File: config.mk
export PLATFORM = sky130hd
export DESIGN_NAME = flash_read_responder
export DESIGN_NICKNAME = d
export VERILOG_FILES = /design/src/rtl/flash_pkg.sv /design/src/rtl/flex_counter.sv /design/src/rtl/flash_read_responder.sv
export SDC_FILE = /design/constraint.sdc
export NUM_CORES = 1
export LEC_CHECK = 0
export ABC_AREA = 0
export CAP_MARGIN = 20
export CORE_ASPECT_RATIO = 1.25
export CORE_MARGIN = 4
export CORE_UTILIZATION = 43
export CTS_BUF_LIST = sky130_fd_sc_hd__clkbuf_16
export DETAILED_ROUTE_END_ITERATION = 16
export HOLD_SLACK_MARGIN = 0.03
export PLACE_DENSITY = 0.78
export SLEW_MARGIN = 5
export SYNTH_ARGS = -nofsm -noshare
export SYNTH_HDL_FRONTEND = slang
export SYNTH_HIERARCHICAL = 1
export SYNTH_SLANG_ARGS = --single-unit
export TNS_END_PERCENT = 50
File: constraint.sdc
create_clock -name clk -period 7.6 [get_ports clk]
set_input_delay 2.28 -clock clk [delete_from_list [all_inputs] [get_ports clk]]
set_output_delay 2.28 -clock clk [all_outputs]
set_load 0.02 [all_outputs]
File: src/rtl/flash_pkg.sv
// Shared types and constants for the flash read responder.
package flash_pkg;

  typedef enum logic [1:0] {
    IDLE  = 2'd0,
    SETUP = 2'd1,
    WAIT  = 2'd2,
    DONE  = 2'd3
  } flash_state_t;

  // Worst-case cycles from accepting edge to data_valid
  localparam int FLASH_LATENCY_MAX = 10;
  localparam int FLASH_WORD_W      = 16;

endpackage

File: src/rtl/flex_counter.sv
// Generic up-counter with synchronous clear and programmable rollover.
// The count runs 0 (after clear) up to rollover_val, then wraps to 1.
// rollover_flag is combinational: high when the current edge (with
// count_enable set) lands the count on rollover_val.
module flex_counter #(
  parameter int NUM_CNT_BITS = 4
) (
  input  logic                    clk,
  input  logic                    rst,
  input  logic                    clear,
  input  logic                    count_enable,
  input  logic [NUM_CNT_BITS-1:0] rollover_val,
  output logic [NUM_CNT_BITS-1:0] count_out,
  output logic                    rollover_flag
);

  logic [NUM_CNT_BITS-1:0] next_count;

  // Next-count selection: clear wins, then enabled increment with wrap
  always_comb begin
    next_count = count_out;
    if (clear) begin
      next_count = '0;
    end else if (count_enable) begin
      if (count_out == rollover_val) begin
        next_count = NUM_CNT_BITS'(1);
      end else begin
        next_count = count_out + NUM_CNT_BITS'(1);
      end
    end
  end

  assign rollover_flag = count_enable && !clear && (next_count == rollover_val);

  // Count register
  always_ff @(posedge clk or posedge rst) begin
    if (rst) begin
      count_out <= '0;
    end else begin
      count_out <= next_count;
    end
  end

endmodule

File: src/rtl/flash_read_responder.sv
// Flash read responder: accepts a single-cycle read request, drives an
// asynchronous parallel NOR flash (CE/OE/address), waits WAIT_CYCLES with
// OE asserted, then registers the word onto flashData_out with a one-cycle
// data_valid pulse. Requests arriving while busy are dropped.
// Optional one-entry read cache enabled by defining FLASH_CACHE_EN.
module flash_read_responder
  import flash_pkg::*;
#(
  parameter int ADDR_W      = 16,
  parameter int WAIT_CYCLES = 6
) (
  input  logic                    clk,
  input  logic                    rst,
  input  logic                    flash_ready,
  input  logic [ADDR_W-1:0]       flash_address,
  output logic [FLASH_WORD_W-1:0] flashData_out,
  output logic                    data_valid,
  output logic                    busy,
  output logic [ADDR_W-1:0]       fl_addr,
  output logic                    fl_ce_n,
  output logic                    fl_oe_n,
  input  logic [FLASH_WORD_W-1:0] fl_data
);

  flash_state_t state;

  logic       wait_clear;
  logic       wait_enable;
  logic       wait_last;
  logic [3:0] unused_wait_count;

`ifdef FLASH_CACHE_EN
  logic [ADDR_W-1:0] cache_addr;
  logic              cache_valid;
  logic              cache_hit;

  assign cache_hit = cache_valid && (flash_address == cache_addr);
`endif

  assign busy        = (state != IDLE);
  assign wait_clear  = (state == SETUP);
  assign wait_enable = (state == WAIT);

  // Counts OE-low cycles; wait_last fires on the edge ending the final WAIT cycle
  flex_counter #(
    .NUM_CNT_BITS (4)
  ) u_wait_cnt (
    .clk           (clk),
    .rst           (rst),
    .clear         (wait_clear),
    .count_enable  (wait_enable),
    .rollover_val  (4'(WAIT_CYCLES)),
    .count_out     (unused_wait_count),
    .rollover_flag (wait_last)
  );

  // Access sequencer with registered flash strobes, capture and valid pulse
  always_ff @(posedge clk or posedge rst) begin
    if (rst) begin
      state         <= IDLE;
      flashData_out <= '0;
      data_valid    <= 1'b0;
      fl_addr       <= '0;
      fl_ce_n       <= 1'b1;
      fl_oe_n       <= 1'b1;
`ifdef FLASH_CACHE_EN
      cache_addr    <= '0;
      cache_valid   <= 1'b0;
`endif
    end else begin
      case (state)
        IDLE: begin
          if (flash_ready) begin
            fl_addr <= flash_address;
`ifdef FLASH_CACHE_EN
            if (cache_hit) begin
              // Hit: flashData_out already holds this word, skip the flash
              state      <= DONE;
              data_valid <= 1'b1;
            end else begin
              state   <= SETUP;
              fl_ce_n <= 1'b0;
            end
`else
            state   <= SETUP;
            fl_ce_n <= 1'b0;
`endif
          end
        end
        SETUP: begin
          state   <= WAIT;
          fl_oe_n <= 1'b0;
        end
        WAIT: begin
          if (wait_last) begin
            flashData_out <= fl_data;
            data_valid    <= 1'b1;
            fl_ce_n       <= 1'b1;
            fl_oe_n       <= 1'b1;
            state         <= DONE;
`ifdef FLASH_CACHE_EN
            cache_addr    <= fl_addr;
            cache_valid   <= 1'b1;
`endif
          end
        end
        DONE: begin
          data_valid <= 1'b0;
          state      <= IDLE;
        end
        default: begin
          state <= IDLE;
        end
      endcase
    end
  end

endmodule

==> results of run 1 <==
-- per-layer routing --
metal / track usage, % / vias to the layer above / part of all wire, %
li1: - / 631 / -
met1: 20.1 / 634 / 40
met2: 26.0 / 39 / 52
met3: 5.82 / 6 / 6.1
met4: 5.42 / 0 / 1.6
met5: 0 / - / 0
-- path summary, 6_finish.rpt --
kind / end / cells after the start
worst min register to register: fl_oe_n / 2
max in group asynchronous: fl_ce_n / 3
worst max register to register: flashData_out[10] / 9
worst max-delay path: busy / 4
min in group asynchronous: u_wait_cnt/count_out[0] / 2
worst min-delay path: fl_oe_n / 2
-- logic make-up (layout without fill, tap and decap cells) --
group	count (synthesis)	after routing	synth area share [%]
buffers and inverters	11	88	2.89
xor gates and xnor gates	7	7	3.15
and+or+nand+nor	19	19	6.10
AOI/OAI and AO/OA	15	15	5.65
other	2	10	0.386
DFF	41	41	52.8
muxes	36	36	24.5
adders and majority gates	7	7	4.50
-- placed cells by master, fill, tap and decap left out, types with 2 or more instances in the layout --
cell | Yosys | routed
a21oi_1 | 3 | 3
and2_1 | 2 | 2
clkbuf_16 | 0 | 5
clkdlybuf4s50_1 | 0 | 70
conb_1 | 2 | 10
dfrtp_1 | 39 | 39
dfstp_2 | 2 | 2
ha_1 | 7 | 7
inv_1 | 9 | 9
mux2_1 | 2 | 2
mux2_2 | 12 | 12
mux2_4 | 20 | 20
mux2i_1 | 2 | 2
nand2_1 | 3 | 3
nor2_1 | 4 | 4
nor2b_1 | 3 | 3
o21ai_0 | 3 | 3
xnor2_1 | 6 | 6
-- sequential cells by signal, indices dropped and copies added, names as in the netlist --
name                  cells
data_valid                1
fl_addr                  16
fl_ce_n                   1
fl_oe_n                   1
flashData_out            16
state                     2
u_wait_cnt/count_out      4
-- cell type report --
| type | instances | area (µm²) | share of cell area, % |
|---|---|---|---|
| inverter | 9 | 33.8 | 1.17 |
| multi-input combinational | 94 | 893 | 30.9 |
| timing repair buffer | 71 | 708 | 24.5 |
| tap | 58 | 72.6 | 2.51 |
| sequential | 41 | 1030 | 35.6 |
| clock buffer | 5 | 125 | 4.33 |
| clock inverter | 3 | 25.0 | 0.867 |
-- worst max-delay path, cell delays in order, from the launching register on --
cell             delay, ps
dfrtp_1                420
inv_1                  110
ha_1                   240
inv_1                  130
clkdlybuf4s50_1        620
-- metrics by stage --
stage	cell area (µm²)	utilization, %
after CTS	2890	65.7
after detailed placement	2740	62.3
after floorplan	1980	-
after global routing	2890	65.7
final	2890	65.7
after global placement	2740	62.3
-- power groups by stage --
stage / logic [mW] / registers [mW] / clock network [mW]
2_1_floorplan: 0.250 / 0.456 / 0
3_3_place_gp: 0.548 / 0.369 / 0
3_5_place_dp: 0.556 / 0.370 / 0
4_1_cts: 0.558 / 0.370 / 0.219
5_1_grt: 0.593 / 0.383 / 0.230
6_report: 0.549 / 0.370 / 0.214
==> summary.md, run 1 <==
| Metric | Value |
|---|---|
| Run status | complete, no violations |
| Share of the clock period used by the worst path | a little over half |
| Top cells by area, synth | dfrtp_1, mux2_4, mux2_2 |
| Post-synth ARST share | between 90% and 100% |
| Setup crit end kind | output pin |
| Crit path kind | reg2out |
| Synth top area share | between 50% and 60% |
| Hold Path Class | reg2reg |
| Clk buf depth | 2 |
| Fin Hold WS | around 480 ps |
| Most common cell in the synthesized netlist | dfrtp_1 |
| Setup-failing EPs final | 0 |
| RSZ-0062 raised after global routing | false |
| # port buffers | 70 |
| Io pins | between 70 and 80 |
| Hold Violations, Final | 0 |
| Vias in the first global route | about 1400 |
| Share of total power in sequential cells | approximately 33% |
| Most common flop cell mapped by yosys | dfrtp_1 |
| Max_slew headroom | 63.1% |
| GR Overflow Total | 0 |
| Insertion delay of the later-clocked pin in the worst-skew pair | slightly below 300 ps |
| Root Driver | clkbuf_16 |
| Slew at the pin closest to its max-slew limit | ~550 ps |
| Layout area overhead | 48.2% |
| CP Max Fanout | 5 |
| Initial antenna violation count | 0 |
| Core area | ~4400 µm² |
| GP Congestion | 0.798 |
| Psw | 0.402 mW |
| Worst Skew | 9.43 ps |
| Total clock sinks | 41 |
| Antenna viol nets, final | 0 |
| Top cells by instance count after synthesis | dfrtp_1, mux2_4, mux2_2 |
| Total Routing Usage GR | between 10% and 20% |
| Layout cells sized above 1 | 22.9% |
| Setup WS post-layout | between 3000 and 4000 ps |
| Reg clk slew, reported paths | 70 ps |
| Htree depth | 2 |
| Avg Inst Size Synth | ~14 µm² |
| Hold-fix buffers at CTS | 0 |
| Yosys warning count | 6 |
| P_int | ~0.73 mW |
| Die Footprint | 5680 µm² |
| Post-synth EDFFs | 0 |
| Critical path arrival | around 1800 ps |
| Critical Path RT | 5320 ps |
| # DRC | 0 |
| Net Sw Frac | a little over a third |
| Fill cells | between 300 and 400 |
| Largest net degree at the start of global routing | 38 |
| DR pass1 iterations | 3 |
| Cell Pwr Density | around 400 nW/µm² |
| Maxcap violations | 0 |
| Placed cells | between 200 and 300 |
| Final nets | about 260 |
| Vias | roughly 1300 |
| Routed WL | 4080 µm |
| CTS tree | built |
| Reg2reg start | state[0] |
| Post-route setup TNS | 0 ps |
| First-pass GRT wire length | roughly 7000 µm |
| Library cells used by synthesis | 34 |
| Synth Instances | roughly 140 |
| Synth Register Bits | 41 |
| Number of placement rows | 27 |
| Gate power share | roughly 48% |
| IR drop worst, VDD | about 210 µV |
| Peak Freq | about 250 MHz |
| Worst Hold Launch | fl_oe_n |
| R2r setup slk | about 4600 ps |
| Height of the die | around 83 µm |
| Mapped cell area | between 1500 and 2000 µm² |
| Fin crit period | slightly above 4000 ps |
| Crit. Startpoint | state[1] |
| Setup Buffers After CTS | 0 |
| Fin cells | between 200 and 300 |
| Initial DRC Count | 39 |
| Die W | approximately 68 µm |
| DR WL/cell | between 10 and 15 µm |
| Average vias per placed instance | about 4.7 |
| Max Slew Vio Count | 0 |
| Leakage | 1.35 nW |
| Ant. Diodes | 0 |
| Initial Util | between 40% and 50% |
| CP startpoint kind | flip-flop |
| HPWL Detailed | about 3000 µm |
| Resize count post-CTS | 0 |
| Clock power frac | a little under a fifth |
| Sequential area share after synthesis | between 50% and 60% |
| Final Power | between 1 and 1.5 mW |
| TritonCTS buffer count | 5 |
| Pre-CTS setup slack | between 3000 and 4000 ps |
| Leading area contributor after synthesis | dfrtp_1 |
Power figures use the tool's default switching activity.
==> run 2: changes to the inputs <==
--- a/config.mk
+++ b/config.mk
@@ -9,11 +9,11 @@
 export CAP_MARGIN = 20
 export CORE_ASPECT_RATIO = 1.25
 export CORE_MARGIN = 4
-export CORE_UTILIZATION = 43
+export CORE_UTILIZATION = 40
 export CTS_BUF_LIST = sky130_fd_sc_hd__clkbuf_16
 export DETAILED_ROUTE_END_ITERATION = 16
 export HOLD_SLACK_MARGIN = 0.03
-export PLACE_DENSITY = 0.78
+export PLACE_DENSITY = 0.76
 export SLEW_MARGIN = 5
 export SYNTH_ARGS = -nofsm -noshare
 export SYNTH_HDL_FRONTEND = slang
==> constraint.sdc (replaced) <==
create_clock -name clk -period 3.4 [get_ports clk]
set_input_delay 1.02 -clock clk [delete_from_list [all_inputs] [get_ports clk]]
set_output_delay 1.02 -clock clk [all_outputs]
set_load 0.02 [all_outputs]
==> run 2 against run 1 <==
  * Via count fell by 1.6%
  * Cell area is the same
  * Combinational power up 120%
  * Sequential share of layout area is the same
  * Total power up 120%
  * Die area increased by 6.7%
  * Largest cell class unchanged
  * First-iteration DRC count increased by 18%
  * Global-route usage down 1.8 points
  * Critical path depth stayed put
  * Clock power grew 120%
  * Flip-flop and latch count did not move
  * Critical path type unchanged
  * Worst setup slack worse by 3000 ps
==> summary.md, run 2 (synthesis results as in run 1) <==
| Metric | Value |
|---|---|
| Crit-path most repeated cell | inv_1 |
| Setup-failing EPs final | 0 |
| Average vias per placed instance | between 4 and 5 |
| Setup Buffers After CTS | 0 |
| Peak Freq | between 300 and 400 MHz |
| Fill cells | roughly 380 |
| CP Max Fanout | 5 |
| Top Registers | fl_addr x16, flashData_out x16, u_wait_cnt/count_out x4 |
| Clock power frac | a little under a fifth |
| Final nets | roughly 260 |
| Post-route setup TNS | 0 ps |
| Hold Violations, Final | 0 |
| Io pins | 71 |
| Hold Path Class | reg2reg |
| Delay-heaviest family, CP | buffers and inverters |
| GR Layer Usage met3 | about 6% |
| Post-route cell area | roughly 2900 µm² |
| GP Congestion | between 0.7 and 0.8 |
| Setup crit end kind | output pin |
| Share of total power in sequential cells | 32.9% |
| GRT busiest layer | met2 |
| Largest net degree at the start of global routing | 38 |
| Reg clk slew, reported paths | 60 ps |
| Cell Pwr Density | around 870 nW/µm² |
| Cell Chain, Critical Path | inv_1, ha_1, inv_1, clkdlybuf4s50_1 |
| GR Overflow Total | 0 |
| Leakage | 1.35 nW |
| P_int | about 1.6 mW |
| IR drop worst, VDD | ~500 µV |
| Post-route core utilization | about three fifths |
| DR WL/cell | roughly 14 µm |
| CTS tree | built |
| Number of placement rows | 28 |
| Height of the die | 86.0 µm |
| Layout cells sized above 1 | between 20% and 30% |
| Run status | complete, no violations |
| Root Driver | clkbuf_16 |
| Die Footprint | approximately 6000 µm² |
| Vias | 1289 |
| DR pass1 iterations | 4 |
| Die W | roughly 70 µm |
| Max incr delay on CP | between 600 and 700 ps |
| Layout area overhead | 48.2% |
| Worst Skew | about 2 ps |
| Fin crit period | between 2000 and 3000 ps |
| Met2 Usage GRT | between 20% and 30% |
| Clk buf depth | 2 |
| Critical Path RT | 2380 ps |
| Antenna viol nets, final | 0 |
| Most frequent cells in the layout | clkdlybuf4s50_1, dfrtp_1, mux2_4, mux2_2, conb_1 |
| Critical path arrival | around 1800 ps |
| WP buf/inv | 3 |
| GRT met1 Usage | about 16% |
| Total clock sinks | between 40 and 50 |
| Area of the multi-input gates | around 890 µm² |
| HPWL Detailed | just over 3000 µm |
| Commonest non-fill, non-tap cell in the layout | clkdlybuf4s50_1 |
| Insertion delay of the later-clocked pin in the worst-skew pair | 280 ps |
| Ant. Diodes | 0 |
| Psw | about 0.89 mW |
| First-pass GRT wire length | approximately 6800 µm |
| Vias in the first global route | ~1400 |
| Maxcap violations | 0 |
| # DRC | 0 |
| TritonCTS buffer count | 5 |
| Final Power | around 2.5 mW |
| CP startpoint kind | flip-flop |
| Core area | roughly 4700 µm² |
| Max Slew Vio Count | 0 |
| # port buffers | 70 |
| Total Routing Usage GR | between 10 and 15% |
| Routed WL | 4050 µm |
| Crit path kind | reg2out |
| Hold-fix buffers at CTS | 0 |
| Share of the clock period used by the worst path | 83.7% |
| Fin Hold WS | 476 ps |
| Net Sw Frac | 35.3% |
| Area after DPL | 2740 µm² |
| RSZ-0062 raised after global routing | false |
| Resize count post-CTS | 0 |
| Gate power share | between 40% and 50% |
| Slowest cell on the critical path | clkdlybuf4s50_1 |
| Initial DRC Count | 46 |
| Initial Util | between 40% and 50% |
| Initial antenna violation count | 0 |
| Sequential cell area | 1030 µm² |
| Htree depth | 2 |
[run 2: path summary, 6_finish.rpt]
kind / end / cells past startpoint / start / slack, ps
setup / recovery: busy / 4 / state[0] / 550
hold / removal: fl_oe_n / 2 / fl_oe_n / 480
setup reg to reg: flashData_out[7] / 9 / state[0] / 640
hold reg to reg: fl_oe_n / 2 / fl_oe_n / 480
max in group asynchronous: fl_ce_n / 3 / rst / 1880
min in group asynchronous: u_wait_cnt/count_out[3] / 2 / rst / 960
[run 2: cell type report]
class                      count  share of cell area (%)
sequential                    41                    35.6
clock buffer                   5                    4.33
multi-input combinational     94                    30.9
timing repair buffer          71                    24.5
tap                           60                    2.60
inverter                       9                    1.17
clock inverter                 3                   0.780
[run 2: worst register-to-register path, delay by kind of cell, from the launching register on]
family / cells / cell delay (ps)
AOI/OAI and AO/OA: 1 / 140
xor gates and xnor gates: 2 / 300
adders and majority gates: 1 / 390
buffers and inverters: 1 / 150
DFF: 1 / 400
muxes: 1 / 410
and+or+nand+nor: 3 / 850
[run 2: through the flow]
| step | setup slack, ps | std cells |
|---|---|---|
| floorplan | 963 | 146 |
| global placement | 687 | 275 |
| CTS | 520 | 283 |
| detailed placement | 605 | 275 |
| global route | 390 | 283 |
| finish | 553 | 283 |
[run 2: power groups by stage]
stage / clock (mW) / sequential (mW) / combinational [mW]
finish: 0.465 / 0.830 / 1.23
CTS: 0.482 / 0.833 / 1.25
global placement: 0 / 0.833 / 1.22
floorplan: 0 / 1.02 / 0.559
global route: 0.497 / 0.858 / 1.33
detailed placement: 0 / 0.831 / 1.25
[run 2: layer usage]
metal / up-vias / wire length (µm) / part of all wire [%]
li1: 628 / - / -
met1: 610 / 1580 / 39
met2: 47 / 2120 / 52
met3: 4 / 321 / 7.9
met4: 0 / 30 / 0.74
met5: - / 0 / 0
==> run 3: changes to the inputs <==
--- a/config.mk
+++ b/config.mk
@@ -9,11 +9,11 @@
 export CAP_MARGIN = 20
 export CORE_ASPECT_RATIO = 1.25
 export CORE_MARGIN = 4
-export CORE_UTILIZATION = 40
+export CORE_UTILIZATION = 43
 export CTS_BUF_LIST = sky130_fd_sc_hd__clkbuf_16
 export DETAILED_ROUTE_END_ITERATION = 16
 export HOLD_SLACK_MARGIN = 0.03
-export PLACE_DENSITY = 0.76
+export PLACE_DENSITY = 0.78
 export SLEW_MARGIN = 5
 export SYNTH_ARGS = -nofsm -noshare
 export SYNTH_HDL_FRONTEND = slang
==> constraint.sdc (replaced) <==
create_clock -name clk -period 2.7 [get_ports clk]
set_input_delay 0.81 -clock clk [delete_from_list [all_inputs] [get_ports clk]]
set_output_delay 0.81 -clock clk [all_outputs]
set_load 0.02 [all_outputs]
==> run 3 against run 2 <==
  * Flip-flop and latch count unchanged
  * Clock power increased by 25%
  * Via count increased by 0.93%
  * Cell area increased by 0.65%
  * Sequential power increased by 27%
  * First-iteration DRC count increased by 70%
  * Die area decreased by 6.3%
  * Utilization increased by 5.1 points
  * Sequential share of layout area decreased by 0.23 points
  * Hold slack improved by 9.5 ps
  * Cell count unchanged
  * Critical endpoint unchanged
==> summary.md, run 3 (synthesis results as in run 1) <==
| Metric | Value |
|---|---|
| Post-route setup TNS | 0 ps |
| Hold-fix buffers at CTS | 0 |
| Die W | 68.2 µm |
| Largest net degree at the start of global routing | 38 |
| Initial antenna violation count | 0 |
| Reg2reg start | state[0] |
| CP startpoint kind | flip-flop |
| Htree depth | 2 |
| Root Driver | clkbuf_16 |
| Antenna viol nets, final | 0 |
| Setup WS post-layout | ~110 ps |
| Total Routing Usage GR | 15.3% |
| CTS tree | built |
| Clk buf depth | 2 |
| Critical path arrival | 1780 ps |
| IR drop worst, VDD | 727 µV |
| Hold Violations, Final | 0 |
| Pre-CTS setup slack | around 48 ps |
| Ant. Diodes | 0 |
| Initial DRC Count | 78 |
| DR pass1 iterations | 4 |
| Core area | ~4400 µm² |
| Leakage | 1.37 nW |
| Io pins | 71 |
| CP Max Fanout | 5 |
| Setup crit end kind | output pin |
| Run status | complete, no violations |
| # DRC | 0 |
| Area after DPL | 2750 µm² |
| Max Used Layer | met4 |
| Fin crit period | between 2000 and 3000 ps |
| First-pass GRT wire length | 6670 µm |
| Maxcap violations | 0 |
| Hold Path Class | reg2reg |
| Most frequent cells in the layout | clkdlybuf4s50_1, dfrtp_1, mux2_4, mux2_2, conb_1 |
| DR WL/cell | 14.1 µm |
| Post-route cell area | just under 3000 µm² |
| Critical Path RT | about 1900 ps |
| DR WL met3 | roughly 270 µm |
| RR Endpoint | state[1] |
| Number of placement rows | 27 |
| Vias in the first global route | ~1500 |
| Worst Hold Launch | fl_oe_n |
| Die Footprint | roughly 5700 µm² |
| Crit path kind | reg2out |
| TritonCTS buffer count | 5 |
| Met2 wire len | 2080 µm |
| R2r setup slk | 170 ps |
| Fin Hold WS | 486 ps |
| Setup-failing EPs final | 0 |
| Commonest non-fill, non-tap cell in the layout | clkdlybuf4s50_1 |
| Average vias per placed instance | around 4.6 |
| GR Overflow Total | 0 |
| Vias | around 1300 |
| Worst r2r path cells | 10 |
| Final nets | 266 |
| Share of the clock period used by the worst path | approximately 96% |
| HPWL Detailed | 3140 µm |
| Worst hold endpoint | fl_oe_n |
| Reg clk slew, reported paths | 60 ps |
| Peak Freq | 386 MHz |
| Wl on met1 | around 1500 µm |
| # port buffers | 70 |
| Initial Util | around 44% |
| Layout cells sized above 1 | 24.0% |
| Routed WL | roughly 4000 µm |
| Final Power | 3.19 mW |
| Top Registers | fl_addr x16, flashData_out x16, u_wait_cnt/count_out x4 |
| Insertion delay of the later-clocked pin in the worst-skew pair | about 280 ps |
| Hold Path Stages | 2 |
| Cell Pwr Density | between 1000 and 1500 nW/µm² |
| Layout area overhead | 49.1% |
| Worst Skew | approximately 3.4 ps |
| Total clock sinks | slightly above 40 |
| Setup Buffers After CTS | 0 |
| Max Slew Vio Count | 0 |
| Height of the die | 83.3 µm |
| GP Congestion | about 0.77 |
[run 3: cell types whose count changed in the layout (fill, tap and decap cells not counted), sizes merged]
cell / previous run / this run
buf: 1 / 3
inv: 9 / 10
clkinv: 3 / 1
clkinvlp: 0 / 1
[run 3: worst max-delay path by stage]
stage,startpoint,to,slack (ps),cells past startpoint
6_report,state[0],busy,110,4
4_1_cts,state[0],flashData_out[11],40,9
2_1_floorplan,state[0],flashData_out[10],260,10
3_5_place_dp,state[0],flashData_out[6],50,9
3_3_place_gp,state[0],flashData_out[10],120,9
5_1_grt,state[0],state[1],-10,10
[run 3: area by class of cell]
type,instances,area (µm²)
Multi-Input combinational cell,94,901
Fill cell,332,1490
Timing Repair Buffer,73,723
Tap cell,58,72.6
Clock buffer,5,125
Inverter,9,33.8
Sequential cell,41,1030
Clock inverter,3,21.3
[run 3: per-layer routing]
| layer | up-vias | GRT usage (%) |
|---|---|---|
| met5 | - | 0 |
| met2 | 42 | 25.7 |
| met1 | 616 | 17.5 |
| met4 | 0 | 5.06 |
| li1 | 634 | - |
| met3 | 9 | 5.28 |
[run 3: where the power goes]
group	internal [mW]	switching (mW)
combinational	0.850	0.714
sequential	0.875	0.170
clock	0.343	0.236
total	2.07	1.12
[run 3: repair_timing]
action | in CTS | in global routing
resized for setup | 0 | 2
setup endpoints to repair | 0 | 16
endpoints found under the hold margin | 0 | 0
[run 3: through the flow]
| stage | util [%] | std cells |
|---|---|---|
| floorplan | - | 146 |
| detailed placement | 62.6 | 275 |
| global route | 66.2 | 283 |
| finish | 66.2 | 283 |
| global placement | 62.6 | 275 |
| CTS | 66.0 | 283 |
[run 3: worst max-delay path, stage by stage (launching register included)]
cell             delay (ps)
dfrtp_1                 370
inv_1                   110
ha_1                    270
inv_1                   130
clkdlybuf4s50_1         620
